[config.mk]
export PLATFORM = sky130hd
export DESIGN_NAME = clk_div_multi
export DESIGN_NICKNAME = d
export VERILOG_FILES = /design/src/rtl/clk_div_multi.sv
export SDC_FILE = /design/constraint.sdc
export NUM_CORES = 2
export LEC_CHECK = 0
export CELL_PAD_IN_SITES_DETAIL_PLACEMENT = 0
export CELL_PAD_IN_SITES_GLOBAL_PLACEMENT = 2
export CORE_MARGIN = 5
export CORE_UTILIZATION = 35
export CTS_BUF_LIST = sky130_fd_sc_hd__clkbuf_4
export DETAILED_ROUTE_END_ITERATION = 12
export PLACE_DENSITY = 0.73
export SYNTH_ARGS = -nofsm -noshare
export SYNTH_HDL_FRONTEND = slang
export SYNTH_SLANG_ARGS = --single-unit
export TNS_END_PERCENT = 5
[constraint.sdc]
create_clock -name clk -period 25.5 [get_ports clk]
set_input_delay 2.55 -clock clk [delete_from_list [all_inputs] [get_ports clk]]
set_output_delay 2.55 -clock clk [all_outputs]
set_load 0.01 [all_outputs]
[src/rtl/clk_div_multi.sv]
// Multi-channel programmable clock divider with shadowed, glitch-free runtime retuning.
// Optional CLKDIV_STROBE_EN adds a one-cycle per-channel strobe at each period start.
module clk_div_multi #(
   parameter int CH      = 4,
   parameter int W       = 32,
   parameter int CHW     = 2,
   parameter int DEF_DIV = 1000
) (
   input  logic            clk,
   input  logic            phase_rst,
   input  logic            sync_rst,
   input  logic [CH-1:0]   ch_en,
   input  logic            cfg_valid,
   output logic            cfg_ready,
   input  logic [CHW-1:0]  cfg_ch,
   input  logic [W-1:0]    cfg_div,
   input  logic [W-1:0]    cfg_high,
   input  logic [W-1:0]    cfg_phase,
   output logic            cfg_err,
   output logic [CH-1:0]   clk_div,
   output logic [CH*W-1:0] cnt
`ifdef CLKDIV_STROBE_EN
   ,
   output logic [CH-1:0]   strobe
`endif
);

   localparam int NSEL = 2**CHW;
   localparam logic [W-1:0] RST_DIV  = W'(DEF_DIV);
   localparam logic [W-1:0] RST_HIGH = W'((DEF_DIV + 1) >> 1);

   logic [CH-1:0]   pending;
   logic [NSEL-1:0] busy_sel;
   logic            xfer;
   logic            cfg_ok;
   logic            accept;

   // Channel numbers beyond CH read as busy, so writes to them are never accepted.
   assign busy_sel  = ~NSEL'(~pending);
   assign cfg_ready = ~busy_sel[cfg_ch];
   assign xfer      = cfg_valid & cfg_ready;
   assign cfg_ok    = (cfg_div >= W'(2)) && (cfg_high >= W'(1)) &&
                      (cfg_high < cfg_div) && (cfg_phase < cfg_div);
   assign accept    = xfer & cfg_ok;

   always_ff @(posedge clk or posedge phase_rst) begin
      if (phase_rst) cfg_err <= 1'b0;
      else           cfg_err <= xfer & ~cfg_ok;
   end

   for (genvar i = 0; i < CH; i++) begin : g_ch
      logic [W-1:0] div_act, high_act, phase_act;
      logic [W-1:0] div_sh, high_sh, phase_sh;
      logic [W-1:0] cnt_q;
      logic [W-1:0] ld_high, ld_phase;
      logic         pend_q, clk_q, wr, wrap, apply;

      assign wr       = accept && (cfg_ch == CHW'(i));
      assign wrap     = (cnt_q == div_act - W'(1));
      assign apply    = pend_q && (!ch_en[i] || sync_rst || wrap);
      assign ld_high  = pend_q ? high_sh  : high_act;
      assign ld_phase = pend_q ? phase_sh : phase_act;

      // Restart paths load the settings that will be active after this edge, so a
      // freshly applied phase can never leave the counter beyond the new divide ratio.
      always_ff @(posedge clk or posedge phase_rst) begin
         if (phase_rst) begin
            div_act   <= RST_DIV;
            high_act  <= RST_HIGH;
            phase_act <= '0;
            div_sh    <= RST_DIV;
            high_sh   <= RST_HIGH;
            phase_sh  <= '0;
            pend_q    <= 1'b0;
            cnt_q     <= '0;
            clk_q     <= 1'b0;
         end else begin
            if (!ch_en[i]) begin
               cnt_q <= ld_phase;
               clk_q <= 1'b0;
            end else if (sync_rst) begin
               cnt_q <= ld_phase;
               clk_q <= (ld_phase < ld_high);
            end else if (wrap) begin
               cnt_q <= '0;
               clk_q <= 1'b1;
            end else begin
               cnt_q <= cnt_q + W'(1);
               clk_q <= ((cnt_q + W'(1)) < high_act);
            end

            if (apply) begin
               div_act   <= div_sh;
               high_act  <= high_sh;
               phase_act <= phase_sh;
            end

            // A write is only accepted with pend_q clear, so it never races an apply.
            if (wr) begin
               div_sh   <= cfg_div;
               high_sh  <= cfg_high;
               phase_sh <= cfg_phase;
               pend_q   <= 1'b1;
            end else if (apply) begin
               pend_q <= 1'b0;
            end
         end
      end

`ifdef CLKDIV_STROBE_EN
      logic strobe_q;

      always_ff @(posedge clk or posedge phase_rst) begin
         if (phase_rst) strobe_q <= 1'b0;
         else           strobe_q <= ch_en[i] && !sync_rst && wrap;
      end

      assign strobe[i] = strobe_q;
`endif

      assign pending[i]       = pend_q;
      assign clk_div[i]       = clk_q;
      assign cnt[i*W +: W]    = cnt_q;
   end

endmodule

==> out/metrics.cfg <==
[run]
drv_cap = 0

[global_route]
antenna_found_initial = 31
overflow = 0
grt_pass1_wl_mm = 343.5
grt_pass1_vias = 51120
grt_usage_pct = 25.80
grt_start_max_net_pins = 201

[routing]
first_pass_iters = 6
ant_nets = 0
wirelength_mm = 233.9
wl_per_cell_um = 25.93
drt_iter0_drc = 4499
drc = 0
routed_via_density = 5.871
vias = 52960

[clock_tree]
ctsResizeCount = 0
cts_made_buffers = 293
cts_tree = built
cts_max_level = 5
clockBufferDepth = 4
cts-root-buf = clkbuf_4
cts_setup_buffers = 0
clkSinkCount = 905
path_clk_slew_ps = 50
clk-insertion-delay-late_ps = 1260
cts_hold_buffers = 0

[synthesis]
yosysTopAreaCell = dfrtp_1
syn_avg_cell_area_sq_um = 9.164
ys_types = 88
synth-edff-count = 0
synth_top_area_share_pct = 34.31
synthFlopType = dfrtp_1
syn_area_sq_um = 59000
ys_ff_latch = 905
synthArstFlopShare_pct = 100.0
synth_area_leaders = dfrtp_1 (34%), mux2_2 (7.4%), ha_1 (6.7%)
syn_nets = 6862
synth_warnings = 0
syn_inst = 6438
yosysSeqAreaShare_pct = 38.59

[sta]
setup_tns_ps = 0
setup_viol = 0
skew_ps = 112.5
hold_viol_final = 0
whs_ps = 495.4
tightest_slew_ps = 1183
period_share_pct = 26.84
slew_headroom_pct = 21.10
final.setup.worst_slack_ps = 18660
slew_viol_final = 0
maxClockFrequency_ghz = 0.1461
period_needed_ps = 6844
rsz0062_at_grt = false

[worst_setup_path]
worst_ep_arrival_time_ps = 4290
cp_top_family = buffers and inverters
start_kind = input port
path_buf_inv = 3
startpoint = cfg_ch[0]
cp_cell_sequence = clkdlybuf4s50_1, mux4_2, inv_1, clkdlybuf4s50_1
cp_common_cell = clkdlybuf4s50_1
reg2reg_from = g_ch[2].div_act[10]$_DFFE_PP0P_
crit_type = input port to output pin
cpMaxStageDelayCell = clkdlybuf4s50_1
endpoint_kind = output pin
cp.required_ps = 22950
crit_fanout = 5
critPathMaxStageDelay_ps = 580

[placement]
place_congestion = 0.9069
port_buffers = 239
post-place-ws_ps = 17850
dpl.hpwl_mm = 159.0
place_inst = 8515

[hold_path]
hold_path_class = flip-flop to flip-flop
worstHoldStart = g_ch[2].phase_act[7]$_DFFE_PP0P_

[floorplanning]
row_count = 150
die_w_um = 420.6
initial_utilization_pct = 35.24
die_h_um = 420.6
ioPinCount = 240
dieArea_sq_um = 176900
core_area_sq_um = 167400

[layout]
drive_above_1_share_pct = 18.45
fin_nets = 7030
final_cell_count_no_fill = 9020
area_delta_synth_final_pct = 13.37

[pwr]
power_density_nw_per_um2 = 86.73
power.leakage_nw = 27.32
vdd_drop_max_v = 0.00004351

[status]
run_status = complete, no violations

[worst reg2reg max path, cell delays in order, from the launching register on]
cell,delay (ps)
dfrtp_1,480
nor4_1,820
nand4_1,340
nor4_2,280
xnor2_1,100
nor4_1,470
nand4_4,730
buf_4,660
or4b_4,930
buf_4,440
a31o_2,410
[kinds of logic (layout without fill, tap and decap cells)]
group           after synthesis  count (layout)  synth area share (%)
mux                         390             390                 7.456
other cells                   0              20                     0
simple gates               2130            2130                 18.12
buf+inv                     842            1200                 5.620
flops                       905             905                 38.59
fa+ha+maj                   318             318                 6.744
compound gates             1578            1578                 19.39
xor+xnor                    275             275                 4.082
[cells in the final DEF (no fill, tap or decap), drive strengths merged, types with 143 or more instances in the layout]
cell           synthesis  routed
dfrtp                809     809
nand2                724     724
clkbuf               446     423
mux2                 386     386
inv                  329     331
ha                   318     318
o21ai                291     291
nand3                270     270
nor2                 240     240
clkdlybuf4s50          0     238
a21oi                175     175
nand4                171     171
xnor2                164     164
a31o                 151     151
buf                   67     148
nor4                 143     143
[flip-flops by register name, summed over array words and instances (netlist names)]
signal / count
g_ch.phase_act: 128
g_ch.cnt_q: 128
g_ch.pend_q: 4
g_ch.div_sh: 128
g_ch.clk_q: 4
cfg_err: 1
g_ch.high_sh: 128
g_ch.div_act: 128
g_ch.high_act: 128
g_ch.phase_sh: 128
[synth_stat cells (134+ instances only)]
cell type and instances:
and2_1 134, clkbuf_1 444, inv_1 329, mux2_2 386, o21ai_0 291, nand3_1 270, xnor2_1 164, nor4_1 134
dfrtp_1 809, ha_1 318, nor2_1 239, nand2_1 724, a21oi_1 175, nand4_1 169
[metal layers]
metal	vias up	wire length, um	global-route usage [%]
met3	407	14610	4.632
met4	0	9102	9.825
met5	-	0	0
met2	1840	106900	41.17
li1	24330	-	-
met1	26380	103300	34.90
[final timing paths]
kind	endpoint	slack [ps]	depth (start not counted)
setup / recovery	cfg_ready	18660	4
hold / removal	g_ch[2].phase_act[7]$_DFFE_PP0P_	500	1
hold reg to reg	g_ch[2].phase_act[7]$_DFFE_PP0P_	500	1
min in group asynchronous	g_ch[3].div_act[23]$_DFFE_PP0P_	1700	2
max in group asynchronous	g_ch[1].pend_q$_DFFE_PP0P_	19310	7
setup reg to reg	g_ch[2].high_act[9]$_DFFE_PP0P_	19710	10
[power breakdown]
| part | switching [mW] | internal, mW | total, mW | leakage [nW] |
|---|---|---|---|---|
| Clock | 0.703 | 0.754 | 1.46 | 2.06 |
| Combinational | 1.06 | 0.886 | 1.94 | 15.2 |
| Sequential | 0.531 | 1.87 | 2.40 | 10.0 |
| Total | 2.29 | 3.51 | 5.80 | 27.3 |
[metrics by stage]
step	instance area, sq um	power (mW)	utilization, %
floorplan	59000	3.540	-
global route	66860	6.198	39.94
CTS	66840	5.870	39.93
global placement	63430	4.338	37.89
finish	66890	5.801	39.96
detailed placement	63430	4.369	37.89
[final cells by class]
cell class,count,area (sq um)
Fill cell,16850,100500
Multi-Input combinational cell,4691,33120
Sequential cell,905,22780
Timing Repair Buffer,386,3528
Clock buffer,423,3176
Tap cell,2204,2758
Inverter,329,1239
Clock inverter,62,237.7
Antenna cell,20,50.05
Power figures use the tool's default switching activity.
